## src/rtl/hpu_qual_credit_rx.sv

```systemverilog
`default_nettype none
// ============================================================================
// Module   : hpu_qual_credit_rx
// Brief    : Credit-based receive buffer behind a qualified SLL crossing.
//            Beats are stored in a DEPTH-entry circular buffer, and each freed
//            entry returns one credit pulse. Define HPU_QUAL_CREDIT_RX_BYPASS_EN
//            to enable the zero-latency empty-buffer bypass.
// Revision : 1.0 - initial release
// ============================================================================
module hpu_qual_credit_rx #(
    parameter int DATA_WIDTH = 32,
    parameter int DEPTH      = 8
) (
    input  logic                         clk,
    input  logic                         s_rst_n,
    input  logic [DATA_WIDTH-1:0]        in_data,
    input  logic                         in_avail,
    output logic [DATA_WIDTH-1:0]        out_data,
    output logic                         out_vld,
    input  logic                         out_rdy,
    output logic                         credit_return,
    output logic [$clog2(DEPTH+1)-1:0]   occupancy,
    output logic                         overflow_err
);

    localparam int                 c_ptr_w    = $clog2(DEPTH);
    localparam int                 c_occ_w    = $clog2(DEPTH + 1);
    localparam logic [c_ptr_w-1:0] c_ptr_last = c_ptr_w'(DEPTH - 1);
    localparam logic [c_ptr_w-1:0] c_ptr_one  = c_ptr_w'(1);
    localparam logic [c_occ_w-1:0] c_occ_full = c_occ_w'(DEPTH);
    localparam logic [c_occ_w-1:0] c_occ_one  = c_occ_w'(1);

    logic [DATA_WIDTH-1:0] r_mem [DEPTH];
    logic [c_ptr_w-1:0]    r_wr_ptr;
    logic [c_ptr_w-1:0]    r_rd_ptr;
    logic [c_occ_w-1:0]    r_occ;
    logic                  r_credit;
    logic                  r_ovf;

    logic w_push;
    logic w_buf_vld;
    logic w_full;
    logic w_pop;
    logic w_write;
    logic w_drop;
    logic w_credit_set;

    // Wrap explicitly so non-power-of-2 depths never address past the array.
    function automatic logic [c_ptr_w-1:0] f_ptr_inc(input logic [c_ptr_w-1:0] ptr);
        return (ptr == c_ptr_last) ? '0 : (ptr + c_ptr_one);
    endfunction

    // Beats arriving while reset is held are discarded outright.
    assign w_push    = in_avail & s_rst_n;
    assign w_buf_vld = (r_occ != '0);
    assign w_full    = (r_occ == c_occ_full);
    assign w_pop     = w_buf_vld & out_rdy;

`ifdef HPU_QUAL_CREDIT_RX_BYPASS_EN
    logic w_bypass;
    logic w_bypass_take;

    // An accepted bypass beat never touches storage but still frees a credit.
    assign w_bypass      = w_push & ~w_buf_vld;
    assign w_bypass_take = w_bypass & out_rdy;
    assign w_write       = w_push & ~w_bypass_take & (~w_full | w_pop);
    assign w_credit_set  = w_pop | w_bypass_take;
    assign out_vld       = w_buf_vld | w_bypass;
    assign out_data      = w_bypass ? in_data : r_mem[r_rd_ptr];
`else
    assign w_write       = w_push & (~w_full | w_pop);
    assign w_credit_set  = w_pop;
    assign out_vld       = w_buf_vld;
    assign out_data      = r_mem[r_rd_ptr];
`endif

    assign w_drop        = w_push & w_full & ~w_pop;

    assign credit_return = r_credit;
    assign occupancy     = r_occ;
    assign overflow_err  = r_ovf;

    always_ff @(posedge clk) begin
        if (!s_rst_n) begin
            r_wr_ptr <= '0;
            r_rd_ptr <= '0;
            r_occ    <= '0;
            r_credit <= 1'b0;
            r_ovf    <= 1'b0;
        end else begin
            r_credit <= w_credit_set;
            if (w_write) begin
                r_wr_ptr <= f_ptr_inc(r_wr_ptr);
            end
            if (w_pop) begin
                r_rd_ptr <= f_ptr_inc(r_rd_ptr);
            end
            if (w_write && !w_pop) begin
                r_occ <= r_occ + c_occ_one;
            end else if (w_pop && !w_write) begin
                r_occ <= r_occ - c_occ_one;
            end
            if (w_drop) begin
                r_ovf <= 1'b1;
            end
        end
    end

    // Storage is intentionally left out of reset.
    always_ff @(posedge clk) begin
        if (w_write) begin
            r_mem[r_wr_ptr] <= in_data;
        end
    end

endmodule
`default_nettype wire

```

## config.mk

```make
export PLATFORM = sky130hd
export DESIGN_NAME = hpu_qual_credit_rx
export DESIGN_NICKNAME = d
export VERILOG_FILES = /design/src/rtl/hpu_qual_credit_rx.sv
export SDC_FILE = /design/constraint.sdc
export NUM_CORES = 1
export LEC_CHECK = 0
export CORE_AREA = 2 2 158 199
export CTS_CLUSTER_DIAMETER = 60
export CTS_CLUSTER_SIZE = 12
export DETAILED_ROUTE_END_ITERATION = 16
export DIE_AREA = 0 0 160 201
export GPL_ROUTABILITY_DRIVEN = 0
export HOLD_SLACK_MARGIN = 0.03
export PLACE_DENSITY = 0.5
export RECOVER_POWER = 100
export REMOVE_ABC_BUFFERS = 1
export SYNTH_ARGS = -nofsm -noshare
export SYNTH_HDL_FRONTEND = slang
export SYNTH_SLANG_ARGS = --single-unit
```

## constraint.sdc

```tcl
create_clock -name clk -period 6.85 [get_ports clk]
set_input_delay 1.0275 -clock clk [delete_from_list [all_inputs] [get_ports clk]]
set_output_delay 1.0275 -clock clk [all_outputs]
set_load 0.02 [all_outputs]
```

==> results of run 1 <==
[how the worst max path moves through the flow]
| stage | from | endpoint |
|---|---|---|
| after floorplan | out_rdy | r_mem[0][0] |
| after global placement | register | out_data[0] |
| after detailed placement | register | out_data[0] |
| after CTS | register | out_data[0] |
| after global routing | out_rdy | r_mem[2][24] |
| final | register | out_data[0] |
[logic make-up (layout without fill, tap and decap cells)]
logic type,after synthesis,count (layout),share of synthesized area
AND/OR/NAND/NOR,41,41,0.0183
buffers and inverters,22,134,0.0143
adder cells (fa/ha/maj),8,8,0.0102
other,0,1,0
XOR/XNOR,2,2,0.00167
flip-flops,271,271,0.760
multiplexers,99,99,0.189
AO/OA/AOI/OAI,12,12,0.00607
[stage by stage]
step	total power [uW]	hold slack [ns]	utilization	cells	worst slack, ns
floorplan	2480	0.454	-	435	1.77
global placement	2760	0.458	0.386	926	2.83
detailed placement	2780	0.474	0.386	926	2.83
CTS	4080	0.492	0.411	974	2.26
global route	4160	0.523	0.409	974	1.98
finish	3980	0.487	0.409	975	2.28
[per-layer routing]
metal	track usage	vias up	share of wire
li1	-	2115	-
met1	0.159	2546	0.41
met2	0.239	100	0.53
met3	0.0240	35	0.041
met4	0.0341	4	0.021
met5	0	-	0.0010
[power by group through the flow]
stage / Clock [uW] / Combinational [uW] / Sequential, uW
2_1_floorplan: 0 / 480 / 2000
3_5_place_dp: 0 / 771 / 2010
5_1_grt: 1400 / 778 / 1980
6_report: 1290 / 722 / 1970
3_3_place_gp: 0 / 759 / 2010
4_1_cts: 1340 / 775 / 1970
[flip-flops by register name (all words and copies together) (netlist names), named ones only]
register	cells
occupancy	4
r_mem	256
overflow_err	1
credit_return	1
r_wr_ptr	3
r_rd_ptr	3
[layout by cell type (no fill, tap or decap), drive strengths merged, types with 2 or more instances in the layout]
| cell type | n |
|---|---|
| nor3 | 2 |
| dfxtp | 15 |
| clkbuf | 55 |
| nor2 | 15 |
| mux2 | 32 |
| edfxtp | 256 |
| inv | 2 |
| nand3 | 4 |
| ha | 7 |
| mux2i | 3 |
| nor4 | 2 |
| a21oi | 8 |
| o21ai | 2 |
| nand2 | 9 |
| clkdlybuf4s50 | 3 |
| mux4 | 64 |
| dlygate4sd3 | 71 |
| buf | 2 |
| nand2b | 2 |
| or3 | 3 |
[critical path, stage by stage (launching register included)]
cell and delay, ns:
dfxtp_4 0.85, buf_4 0.57, mux4_1 0.62, mux2_2 0.29, dlygate4sd3_1 0.66
[final cells by class]
cell class / count / area (um2)
antenna: 1 / 2.50
clock buffer: 47 / 751
clock inverter: 1 / 7.51
fill: 2744 / 18000
inverter: 2 / 7.51
multi-input combinational: 162 / 2400
sequential: 271 / 8000
tap: 407 / 509
timing repair buffer: 84 / 786
==> report_table.html, run 1 <==
<table>
<tr><th>Metric</th><th>Value</th></tr>
<tr><th colspan="2">Setup path</th></tr>
<tr><td>Class of the most critical setup path</td><td>reg -&gt; out</td></tr>
<tr><td>Top fanout value on the critical path</td><td>39</td></tr>
<tr><td>Kind of start point of the critical path</td><td>register</td></tr>
<tr><td>Required time of the critical path</td><td>between 5 and 6 ns</td></tr>
<tr><td>Startpoint of the worst register-to-register path</td><td>occupancy[1]</td></tr>
<tr><td>Endpoint of the lowest-slack register-to-register path</td><td>r_mem[2][23]</td></tr>
<tr><td>CP Capture Type</td><td>primary output</td></tr>
<tr><td>Data arrival, critical path</td><td>about 3.6 ns</td></tr>
<tr><td>Slack of the worst reg-to-reg path</td><td>a little under 3 ns</td></tr>
<tr><td>R2R cell count</td><td>5</td></tr>
<tr><th colspan="2">Yosys</th></tr>
<tr><td>FF+latch count, synth</td><td>271</td></tr>
<tr><td>Portion of synthesized cell area occupied by the leading cell type</td><td>0.732</td></tr>
<tr><td>Most frequent cell after synthesis</td><td>edfxtp_1</td></tr>
<tr><td>Top cells by area in the synthesized netlist</td><td>edfxtp_1, mux4_2, mux4_1</td></tr>
<tr><td>Top_reg_cell synth</td><td>edfxtp_1</td></tr>
<tr><td>Top cell type by total area after synthesis</td><td>edfxtp_1</td></tr>
<tr><td>Sequential area share after synthesis</td><td>0.760</td></tr>
<tr><td>Async set-reset flop share out of synthesis</td><td>0</td></tr>
<tr><td>Syn avg cell area</td><td>23.1 um2</td></tr>
<tr><td>Cell types with the highest counts after synthesis</td><td>edfxtp_1, mux4_2, mux4_1</td></tr>
<tr><td>Count of flip-flops with a built-in enable after synthesis</td><td>around 260</td></tr>
<tr><td>Mapped Cells</td><td>~460</td></tr>
<tr><td>Number of distinct standard cells referenced by the synthesized netlist</td><td>34</td></tr>
<tr><td>Summed instance area of the synthesized netlist</td><td>around 11000 um2</td></tr>
<tr><td>Synth warnings</td><td>0</td></tr>
<tr><th colspan="2">Outcome</th></tr>
<tr><td>Violations in the final reports</td><td>max-capacitance violations, max-slew violations</td></tr>
<tr><td>Outcome</td><td>complete, but fails checks</td></tr>
<tr><th colspan="2">Placement</th></tr>
<tr><td>I/O Buffers</td><td>between 70 and 80</td></tr>
<tr><td>Post-placement cell area</td><td>~12000 um2</td></tr>
<tr><td>Post-detail-place hpwl</td><td>approximately 11000 um</td></tr>
<tr><th colspan="2">STA</th></tr>
<tr><td>Endpoints failing setup</td><td>0</td></tr>
<tr><td>Portion of the clock cycle consumed by the worst path in the final layout</td><td>0.668</td></tr>
<tr><td>Fin crit period</td><td>~4.6 ns</td></tr>
<tr><td>Number of hold-slack violations in the final timing report</td><td>0</td></tr>
<tr><td>Max-slew violation count</td><td>~250</td></tr>
<tr><td>Achievable clock frequency</td><td>~0.22 GHz</td></tr>
<tr><td>Setup TNS</td><td>0 ns</td></tr>
<tr><td>Setup repair after global routing missed its margin</td><td>no</td></tr>
<tr><td>Worst slew slack as a fraction of its limit</td><td>-0.710</td></tr>
<tr><td>Slew @ Worst Pin</td><td>2.56 ns</td></tr>
<tr><td>Final worst clock skew</td><td>roughly 0.013 ns</td></tr>
<tr><th colspan="2">GRT</th></tr>
<tr><td>Wire length of the first global-routing pass</td><td>approximately 32000 um</td></tr>
<tr><td>GR Overflow Total</td><td>0</td></tr>
<tr><td>Via count of the first global-routing pass</td><td>~5300</td></tr>
<tr><td>Pin count of the biggest net entering global routing</td><td>between 60 and 70</td></tr>
<tr><td>GR Util All Layers</td><td>0.131</td></tr>
<tr><td>Number of antenna violations at the first check in global routing</td><td>4</td></tr>
<tr><th colspan="2">Cells and area</th></tr>
<tr><td>Ratio of cells with drive above 1 in the final layout</td><td>0.190</td></tr>
<tr><td>Layout-stage area growth over the synthesis result</td><td>18.6%</td></tr>
<tr><td>Layout Cell Area excl Fill</td><td>between 10000 and 15000 um2</td></tr>
<tr><td>Number of nets at the end of the flow</td><td>just under 600</td></tr>
<tr><th colspan="2">Routing</th></tr>
<tr><td>Via Count</td><td>4800</td></tr>
<tr><td>Starting DRC count in detailed routing</td><td>319</td></tr>
<tr><td>Detailed-route vias per instance</td><td>4.92</td></tr>
<tr><td>DR WL/cell</td><td>between 20 and 25 um</td></tr>
<tr><td>Total DRC errors in the routed layout</td><td>0</td></tr>
<tr><td>Final ANT Viol Nets</td><td>0</td></tr>
<tr><td>Router iterations before antenna repair</td><td>6</td></tr>
<tr><td>Total routed wirelength</td><td>between 20000 and 25000 um</td></tr>
<tr><th colspan="2">Clock tree</th></tr>
<tr><td>Clock buffers created by TritonCTS</td><td>26</td></tr>
<tr><td>H-tree levels</td><td>1</td></tr>
<tr><td>CTS tree</td><td>done</td></tr>
<tr><td>Clock Root Buffer</td><td>clkbuf_16</td></tr>
<tr><td>Buffer levels on the longest clock path</td><td>3</td></tr>
<tr><td>Number of sinks on the clock net</td><td>271</td></tr>
<tr><td>Hold-fix buffers at CTS</td><td>0</td></tr>
<tr><td>Clock-pin slew reported for the worst setup and hold paths after clock tree synthesis</td><td>approximately 0.060 ns</td></tr>
<tr><td>Insertion delay of the later-clocked pin in the worst-skew pair</td><td>between 0.5 and 0.6 ns</td></tr>
<tr><td>Setup fix buffers added after clock tree synthesis</td><td>0</td></tr>
<tr><td>Count of instances resized after the clock tree is built</td><td>0</td></tr>
<tr><th colspan="2">Power</th></tr>
<tr><td>Cell-internal power</td><td>3000 uW</td></tr>
<tr><td>Comb power frac</td><td>0.181</td></tr>
<tr><td>Total power per unit cell area</td><td>320 nW/um2</td></tr>
<tr><td>Fraction of power consumed by sequential logic</td><td>0.494</td></tr>
<tr><td>Psw</td><td>slightly below 1000 uW</td></tr>
<tr><td>Part of the total power dissipated in the clock network</td><td>0.325</td></tr>
<tr><td>Sw Share</td><td>0.246</td></tr>
<tr><td>Leakage power</td><td>between 0.003 and 0.004 uW</td></tr>
<tr><td>Peak supply drop</td><td>~180 uV</td></tr>
<tr><th colspan="2">Flow run</th></tr>
<tr><td>Maximum Capacitance Violations</td><td>8</td></tr>
<tr><th colspan="2">Die</th></tr>
<tr><td>Die area</td><td>approximately 32000 um2</td></tr>
<tr><td>Die X-Extent</td><td>160 um</td></tr>
<tr><td>Initial standard-cell utilization of the core</td><td>0.345</td></tr>
<tr><td>Site row count</td><td>between 70 and 80</td></tr>
<tr><td># IOs</td><td>75</td></tr>
<tr><td>Height of the die</td><td>between 200 and 250 um</td></tr>
<tr><td>Placeable Area</td><td>approximately 30000 um2</td></tr>
<tr><th colspan="2">Worst hold path</th></tr>
<tr><td>Class of the tightest hold or removal check</td><td>reg -&gt; reg</td></tr>
<tr><td>Number of stages on the worst hold path</td><td>2</td></tr>
<tr><td>Startpoint of the worst hold path</td><td>r_rd_ptr[2]</td></tr>
</table>
Power figures use the tool's default switching activity.
==> run 2, diff against run 1 <==
--- a/config.mk
+++ b/config.mk
@@ -12,7 +12,7 @@
 export DIE_AREA = 0 0 160 201
 export GPL_ROUTABILITY_DRIVEN = 0
 export HOLD_SLACK_MARGIN = 0.03
-export PLACE_DENSITY = 0.5
+export PLACE_DENSITY = 0.52
 export RECOVER_POWER = 100
 export REMOVE_ABC_BUFFERS = 1
 export SYNTH_ARGS = -nofsm -noshare
==> constraint.sdc (replaced) <==
create_clock -name clk -period 4.2 [get_ports clk]
set_input_delay 0.63 -clock clk [delete_from_list [all_inputs] [get_ports clk]]
set_output_delay 0.63 -clock clk [all_outputs]
set_load 0.02 [all_outputs]
==> report_table.html, run 2 (same netlist as run 1, synthesis figures left out) <==
<table>
<tr><th>Metric</th><th>Value</th></tr>
<tr><th colspan="2">Outcome</th></tr>
<tr><td>Outcome</td><td>complete, but fails checks</td></tr>
<tr><td>Violations in the final reports</td><td>max-capacitance violations, max-slew violations</td></tr>
<tr><th colspan="2">Clock tree</th></tr>
<tr><td>Count of instances resized after the clock tree is built</td><td>0</td></tr>
<tr><td>Clock buffers created by TritonCTS</td><td>26</td></tr>
<tr><td>CTS tree</td><td>done</td></tr>
<tr><td>Clock-pin slew reported for the worst setup and hold paths after clock tree synthesis</td><td>approximately 0.06 ns</td></tr>
<tr><td>Hold-fix buffers at CTS</td><td>0</td></tr>
<tr><td>Setup fix buffers added after clock tree synthesis</td><td>0</td></tr>
<tr><td>Number of sinks on the clock net</td><td>approximately 270</td></tr>
<tr><td>Insertion delay of the later-clocked pin in the worst-skew pair</td><td>roughly 0.52 ns</td></tr>
<tr><td>Clock Root Buffer</td><td>clkbuf_16</td></tr>
<tr><td>H-tree levels</td><td>1</td></tr>
<tr><td>Buffer levels on the longest clock path</td><td>3</td></tr>
<tr><th colspan="2">Power</th></tr>
<tr><td>Overall Power</td><td>~6600 uW</td></tr>
<tr><td>Peak supply drop</td><td>between 200 and 300 uV</td></tr>
<tr><td>Total power per unit cell area</td><td>between 500 and 600 nW/um2</td></tr>
<tr><td>Leakage power</td><td>0.00396 uW</td></tr>
<tr><th colspan="2">Routing</th></tr>
<tr><td>Top layer in use</td><td>met5</td></tr>
<tr><td>Starting DRC count in detailed routing</td><td>305</td></tr>
<tr><td>Router iterations before antenna repair</td><td>4</td></tr>
<tr><td>Metal1 wirelength</td><td>roughly 8500 um</td></tr>
<tr><td>Total DRC errors in the routed layout</td><td>0</td></tr>
<tr><td>DR WL/cell</td><td>21.1 um</td></tr>
<tr><td>Total routed wirelength</td><td>20800 um</td></tr>
<tr><td>Final ANT Viol Nets</td><td>0</td></tr>
<tr><td>Detailed-route vias per instance</td><td>~4.9</td></tr>
<tr><td>Via Count</td><td>4789</td></tr>
<tr><td>Met2 WL</td><td>roughly 11000 um</td></tr>
<tr><td>Routed length on met3</td><td>between 800 and 900 um</td></tr>
<tr><th colspan="2">Cells and area</th></tr>
<tr><td>Layout fillers</td><td>between 2000 and 3000</td></tr>
<tr><td>Layout-stage area growth over the synthesis result</td><td>19.2%</td></tr>
<tr><td>Core utilization of the finished layout</td><td>0.411</td></tr>
<tr><td>Most common cell after layout, fill and taps aside</td><td>edfxtp_1</td></tr>
<tr><td>Largest register by flop count</td><td>r_mem</td></tr>
<tr><td>Number of flip-flops under the largest register name</td><td>256</td></tr>
<tr><td>Number of nets at the end of the flow</td><td>about 600</td></tr>
<tr><td>Ratio of cells with drive above 1 in the final layout</td><td>0.197</td></tr>
<tr><td>Number of antenna cells inserted</td><td>0</td></tr>
<tr><td>Leading cell types in the layout, fill and taps excluded</td><td>edfxtp_1, dlygate4sd3_1, mux4_2</td></tr>
<tr><td>Layout Cell Area excl Fill</td><td>about 13000 um2</td></tr>
<tr><th colspan="2">Die</th></tr>
<tr><td>Die X-Extent</td><td>between 150 and 200 um</td></tr>
<tr><td># IOs</td><td>75</td></tr>
<tr><td>Site row count</td><td>about 70</td></tr>
<tr><td>Initial standard-cell utilization of the core</td><td>0.345</td></tr>
<tr><td>Die area</td><td>around 32000 um2</td></tr>
<tr><td>Placeable Area</td><td>~30000 um2</td></tr>
<tr><td>Height of the die</td><td>between 200 and 250 um</td></tr>
<tr><th colspan="2">Worst hold path</th></tr>
<tr><td>Class of the tightest hold or removal check</td><td>reg -&gt; reg</td></tr>
<tr><td>Endpoint of the worst hold-timing path</td><td>overflow_err</td></tr>
<tr><td>Startpoint of the worst hold path</td><td>overflow_err</td></tr>
<tr><td>Number of stages on the worst hold path</td><td>2</td></tr>
<tr><th colspan="2">Placement</th></tr>
<tr><td>Post-detail-place hpwl</td><td>~12000 um</td></tr>
<tr><td>Post-placement cell area</td><td>11800 um2</td></tr>
<tr><td>Post-Place Setup Slack</td><td>about 1.1 ns</td></tr>
<tr><td>I/O Buffers</td><td>74</td></tr>
<tr><th colspan="2">STA</th></tr>
<tr><td>Achievable clock frequency</td><td>roughly 0.27 GHz</td></tr>
<tr><td>Final Worst Setup Slack</td><td>0.438 ns</td></tr>
<tr><td>Slew @ Worst Pin</td><td>2.35 ns</td></tr>
<tr><td>Fin crit period</td><td>~3.8 ns</td></tr>
<tr><td>Endpoints failing setup</td><td>0</td></tr>
<tr><td>Final worst clock skew</td><td>about 0.0055 ns</td></tr>
<tr><td>Worst slew slack as a fraction of its limit</td><td>-0.568</td></tr>
<tr><td>Number of hold-slack violations in the final timing report</td><td>0</td></tr>
<tr><td>Post-Route Hold Slack</td><td>~0.47 ns</td></tr>
<tr><td>Max-slew violation count</td><td>approximately 150</td></tr>
<tr><td>Portion of the clock cycle consumed by the worst path in the final layout</td><td>0.896</td></tr>
<tr><td>Setup repair after global routing missed its margin</td><td>no</td></tr>
<tr><th colspan="2">GRT</th></tr>
<tr><td>Number of antenna violations at the first check in global routing</td><td>3</td></tr>
<tr><td>GR Util All Layers</td><td>0.129</td></tr>
<tr><td>Wire length of the first global-routing pass</td><td>around 31000 um</td></tr>
<tr><td>Pin count of the biggest net entering global routing</td><td>41</td></tr>
<tr><td>GR Overflow Total</td><td>0</td></tr>
<tr><td>Via count of the first global-routing pass</td><td>between 5000 and 6000</td></tr>
<tr><th colspan="2">Setup path</th></tr>
<tr><td>Top fanout value on the critical path</td><td>40</td></tr>
<tr><td>R2R cell count</td><td>5</td></tr>
<tr><td>Slack of the worst reg-to-reg path</td><td>0.71 ns</td></tr>
<tr><td>Kind of start point of the critical path</td><td>register</td></tr>
<tr><td>Data arrival, critical path</td><td>about 3.1 ns</td></tr>
<tr><td>CP Capture Type</td><td>primary output</td></tr>
<tr><td>Required time of the critical path</td><td>around 3.6 ns</td></tr>
<tr><td>Startpoint of the worst register-to-register path</td><td>occupancy[0]</td></tr>
<tr><td>Endpoint of the lowest-slack register-to-register path</td><td>r_mem[2][28]</td></tr>
<tr><td>Class of the most critical setup path</td><td>reg -&gt; out</td></tr>
<tr><th colspan="2">Flow run</th></tr>
<tr><td>Maximum Capacitance Violations</td><td>7</td></tr>
</table>
## run 2: changes by cell type in the layout (fill, tap and decap cells not counted), sizes merged, moves of 4 or more
cell,delta
dlygate4sd3,-20
buf,+4
clkbuf,+4
clkdlybuf4s50,+20
## run 2: worst max-delay path, stage by stage (launching register included)
cell	delay, ns
dfxtp_2	1.06
buf_4	0.39
mux4_2	0.34
mux2_2	0.28
clkdlybuf4s50_1	0.54
## run 2: routing by layer
layer	global-route usage	vias to the layer above
met5	0	-
met1	0.159	2537
li1	-	2125
met4	0.0315	4
met3	0.0252	29
met2	0.233	94
## run 2: how the worst max path moves through the flow
stage	slack, ns	end
after floorplan	-0.48	r_mem[0][0]
after global placement	1.15	r_mem[6][3]
after detailed placement	1.08	r_mem[6][28]
after CTS	0.57	out_data[31]
after global routing	0.25	out_data[20]
final	0.44	out_data[25]
## run 2: power by group
part | internal, uW | switching, uW | total, uW
combinational | 695 | 588 | 1280
sequential | 3040 | 110 | 3150
clock | 1260 | 912 | 2170
total | 5000 | 1610 | 6610
## run 2: layout make-up
type	instances	area, um2	area share
flip-flops and latches	271	7990	0.638
inverters	2	7.51	0.000600
repair buffers	92	848	0.0677
clock buffers	47	751	0.0600
well taps	407	509	0.0407
clock inverters	1	30.0	0.00240
multi-input cells	162	2380	0.190
## run 2: stage by stage
stage / TNS [ns] / std cells
floorplan: -24.46 / 435
global placement: 0 / 934
detailed placement: 0 / 934
CTS: 0 / 982
global route: 0 / 982
finish: 0 / 982
==> run 3, diff against run 2 <==
==> config.mk (replaced) <==
export PLATFORM = sky130hd
export DESIGN_NAME = hpu_qual_credit_rx
export DESIGN_NICKNAME = d
export VERILOG_FILES = /design/src/rtl/hpu_qual_credit_rx.sv
export SDC_FILE = /design/constraint.sdc
export NUM_CORES = 1
export LEC_CHECK = 0
export CORE_AREA = 2 2 187 235
export CTS_CLUSTER_DIAMETER = 60
export CTS_CLUSTER_SIZE = 12
export DETAILED_ROUTE_END_ITERATION = 16
export DIE_AREA = 0 0 189 237
export GPL_ROUTABILITY_DRIVEN = 0
export HOLD_SLACK_MARGIN = 0.03
export PLACE_DENSITY = 0.4
export RECOVER_POWER = 100
export REMOVE_ABC_BUFFERS = 1
export SLEW_MARGIN = 20
export SYNTH_ARGS = -nofsm -noshare
export SYNTH_HDL_FRONTEND = slang
export SYNTH_SLANG_ARGS = --single-unit
==> report_table.html, run 3 (same netlist as run 1, synthesis figures left out) <==
<table>
<tr><th>Metric</th><th>Value</th></tr>
<tr><th colspan="2">STA</th></tr>
<tr><td>Portion of the clock cycle consumed by the worst path in the final layout</td><td>0.913</td></tr>
<tr><td>Slew @ Worst Pin</td><td>between 1 and 1.5 ns</td></tr>
<tr><td>Final Worst Setup Slack</td><td>between 0.3 and 0.4 ns</td></tr>
<tr><td>Post-Route Hold Slack</td><td>around 0.48 ns</td></tr>
<tr><td>Setup TNS</td><td>0 ns</td></tr>
<tr><td>Setup repair after global routing missed its margin</td><td>no</td></tr>
<tr><td>Endpoints failing setup</td><td>0</td></tr>
<tr><td>Max-slew violation count</td><td>0</td></tr>
<tr><td>Final worst clock skew</td><td>between 0.02 and 0.03 ns</td></tr>
<tr><td>Number of hold-slack violations in the final timing report</td><td>0</td></tr>
<tr><td>Fin crit period</td><td>around 3.8 ns</td></tr>
<tr><td>Worst slew slack as a fraction of its limit</td><td>0.0872</td></tr>
<tr><td>Achievable clock frequency</td><td>0.261 GHz</td></tr>
<tr><th colspan="2">GRT</th></tr>
<tr><td>Number of antenna violations at the first check in global routing</td><td>4</td></tr>
<tr><td>GR Util All Layers</td><td>0.106</td></tr>
<tr><td>Via count of the first global-routing pass</td><td>~5400</td></tr>
<tr><td>Pin count of the biggest net entering global routing</td><td>65</td></tr>
<tr><td>Wire length of the first global-routing pass</td><td>about 35000 um</td></tr>
<tr><td>GR Overflow Total</td><td>0</td></tr>
<tr><th colspan="2">Placement</th></tr>
<tr><td>Post-Place Setup Slack</td><td>approximately 0.77 ns</td></tr>
<tr><td>Post-detail-place hpwl</td><td>about 13000 um</td></tr>
<tr><td>I/O Buffers</td><td>74</td></tr>
<tr><td>Post-placement cell area</td><td>12000 um2</td></tr>
<tr><td>Placed cell count</td><td>around 1100</td></tr>
<tr><th colspan="2">Routing</th></tr>
<tr><td>Final ANT Viol Nets</td><td>0</td></tr>
<tr><td>Router iterations before antenna repair</td><td>5</td></tr>
<tr><td>Detailed-route vias per instance</td><td>4.22</td></tr>
<tr><td>Total routed wirelength</td><td>~23000 um</td></tr>
<tr><td>DR WL/cell</td><td>a little over 20 um</td></tr>
<tr><td>Total DRC errors in the routed layout</td><td>0</td></tr>
<tr><td>Via Count</td><td>just under 5000</td></tr>
<tr><td>Starting DRC count in detailed routing</td><td>~250</td></tr>
<tr><th colspan="2">Setup path</th></tr>
<tr><td>R2R cell count</td><td>4</td></tr>
<tr><td>Kind of start point of the critical path</td><td>register</td></tr>
<tr><td>Data arrival, critical path</td><td>about 3.2 ns</td></tr>
<tr><td>CP Capture Type</td><td>primary output</td></tr>
<tr><td>Class of the most critical setup path</td><td>reg -&gt; out</td></tr>
<tr><td>Required time of the critical path</td><td>~3.6 ns</td></tr>
<tr><td>Slack of the worst reg-to-reg path</td><td>0.97 ns</td></tr>
<tr><td>Top fanout value on the critical path</td><td>25</td></tr>
<tr><td>Endpoint of the lowest-slack register-to-register path</td><td>r_mem[5][17]</td></tr>
<tr><td>Startpoint of the worst register-to-register path</td><td>occupancy[0]</td></tr>
<tr><th colspan="2">Power</th></tr>
<tr><td>Psw</td><td>1730 uW</td></tr>
<tr><td>Cell-internal power</td><td>5040 uW</td></tr>
<tr><td>Part of the total power dissipated in the clock network</td><td>0.346</td></tr>
<tr><td>Sw Share</td><td>0.256</td></tr>
<tr><td>Total power per unit cell area</td><td>530 nW/um2</td></tr>
<tr><td>Comb power frac</td><td>0.191</td></tr>
<tr><td>Leakage power</td><td>around 0.004 uW</td></tr>
<tr><td>Fraction of power consumed by sequential logic</td><td>0.463</td></tr>
<tr><td>Peak supply drop</td><td>between 200 and 300 uV</td></tr>
<tr><th colspan="2">Die</th></tr>
<tr><td>Site row count</td><td>85</td></tr>
<tr><td>Initial standard-cell utilization of the core</td><td>0.246</td></tr>
<tr><td># IOs</td><td>75</td></tr>
<tr><td>Placeable Area</td><td>approximately 43000 um2</td></tr>
<tr><td>Die area</td><td>roughly 45000 um2</td></tr>
<tr><td>Die X-Extent</td><td>between 150 and 200 um</td></tr>
<tr><td>Height of the die</td><td>237 um</td></tr>
<tr><th colspan="2">Cells and area</th></tr>
<tr><td>Number of flip-flops under the largest register name</td><td>roughly 260</td></tr>
<tr><td>Layout fillers</td><td>about 4100</td></tr>
<tr><td>Sequential standard cell area</td><td>8000 um2</td></tr>
<tr><td>Most common cell after layout, fill and taps aside</td><td>edfxtp_1</td></tr>
<tr><td>Layout Cell Area excl Fill</td><td>approximately 13000 um2</td></tr>
<tr><td>Leading cell types in the layout, fill and taps excluded</td><td>edfxtp_1, dlygate4sd3_1, mux4_2</td></tr>
<tr><td>Layout-stage area growth over the synthesis result</td><td>21.7%</td></tr>
<tr><td>Combined area of the multi-input logic cells</td><td>2380 um2</td></tr>
<tr><td>Ratio of cells with drive above 1 in the final layout</td><td>0.207</td></tr>
<tr><td>Largest register by flop count</td><td>r_mem</td></tr>
<tr><td>Number of nets at the end of the flow</td><td>598</td></tr>
<tr><td>Count of non-filler cells in the finished layout</td><td>1142</td></tr>
<tr><th colspan="2">Clock tree</th></tr>
<tr><td>Count of instances resized after the clock tree is built</td><td>0</td></tr>
<tr><td>H-tree levels</td><td>1</td></tr>
<tr><td>Clock-pin slew reported for the worst setup and hold paths after clock tree synthesis</td><td>roughly 0.06 ns</td></tr>
<tr><td>Insertion delay of the later-clocked pin in the worst-skew pair</td><td>0.56 ns</td></tr>
<tr><td>Number of sinks on the clock net</td><td>approximately 270</td></tr>
<tr><td>Clock buffers created by TritonCTS</td><td>28</td></tr>
<tr><td>CTS tree</td><td>done</td></tr>
<tr><td>Setup fix buffers added after clock tree synthesis</td><td>0</td></tr>
<tr><td>Clock Root Buffer</td><td>clkbuf_16</td></tr>
<tr><td>Hold-fix buffers at CTS</td><td>0</td></tr>
<tr><td>Buffer levels on the longest clock path</td><td>3</td></tr>
<tr><th colspan="2">Worst hold path</th></tr>
<tr><td>Startpoint of the worst hold path</td><td>r_rd_ptr[1]</td></tr>
<tr><td>Class of the tightest hold or removal check</td><td>reg -&gt; reg</td></tr>
<tr><td>Number of stages on the worst hold path</td><td>2</td></tr>
<tr><th colspan="2">Outcome</th></tr>
<tr><td>Outcome</td><td>completed</td></tr>
<tr><th colspan="2">Flow run</th></tr>
<tr><td>Maximum Capacitance Violations</td><td>0</td></tr>
</table>
## run 3: per-layer routing
metal  up-vias  track usage  part of all wire
met2        92        0.185              0.50
met1      2557        0.129              0.43
li1       2129            -                 -
met4         6       0.0282             0.019
met5         -            0            0.0016
met3        36       0.0246             0.047
## run 3: worst max-delay path: stages, from the launching register on
cell and delay, ns:
dfxtp_4 0.69, buf_4 0.41, mux4_1 0.61, mux2_4 0.28
dlygate4sd3_1 0.65
## run 3: per-stage QoR
stage | utilization | power (uW)
after floorplan | - | 4050
after global placement | 0.282 | 4570
after detailed placement | 0.282 | 4590
after CTS | 0.302 | 6970
after global routing | 0.300 | 7080
final | 0.300 | 6770
## run 3: worst max-delay path by stage
stage             start  slack (ns)  depth (start not counted)           end
6_report       register        0.36                          4  out_data[17]
5_1_grt        register        0.16                          4  out_data[17]
3_5_place_dp    out_rdy        0.77                          5   r_mem[5][7]
4_1_cts        register        0.35                          4  out_data[17]
2_1_floorplan   out_rdy       -0.48                          4   r_mem[0][0]
3_3_place_gp    out_rdy        0.89                          5   r_mem[5][4]
## run 3: layout make-up
| type | count | share of cell area |
|---|---|---|
| clock buffers | 47 | 0.0604 |
| diodes | 1 | 0.000196 |
| repair buffers | 89 | 0.0663 |
| flip-flops and latches | 271 | 0.625 |
| well taps | 565 | 0.0553 |
| inverters | 2 | 0.000587 |
| multi-input cells | 162 | 0.186 |
| clock inverters | 5 | 0.00587 |
## run 3: power groups by stage
stage	clock network [uW]	registers, uW	logic, uW
after global routing	2520	3150	1400
after floorplan	0	3260	783
final	2340	3130	1300
after global placement	0	3200	1380
after detailed placement	0	3200	1400
after CTS	2430	3140	1400
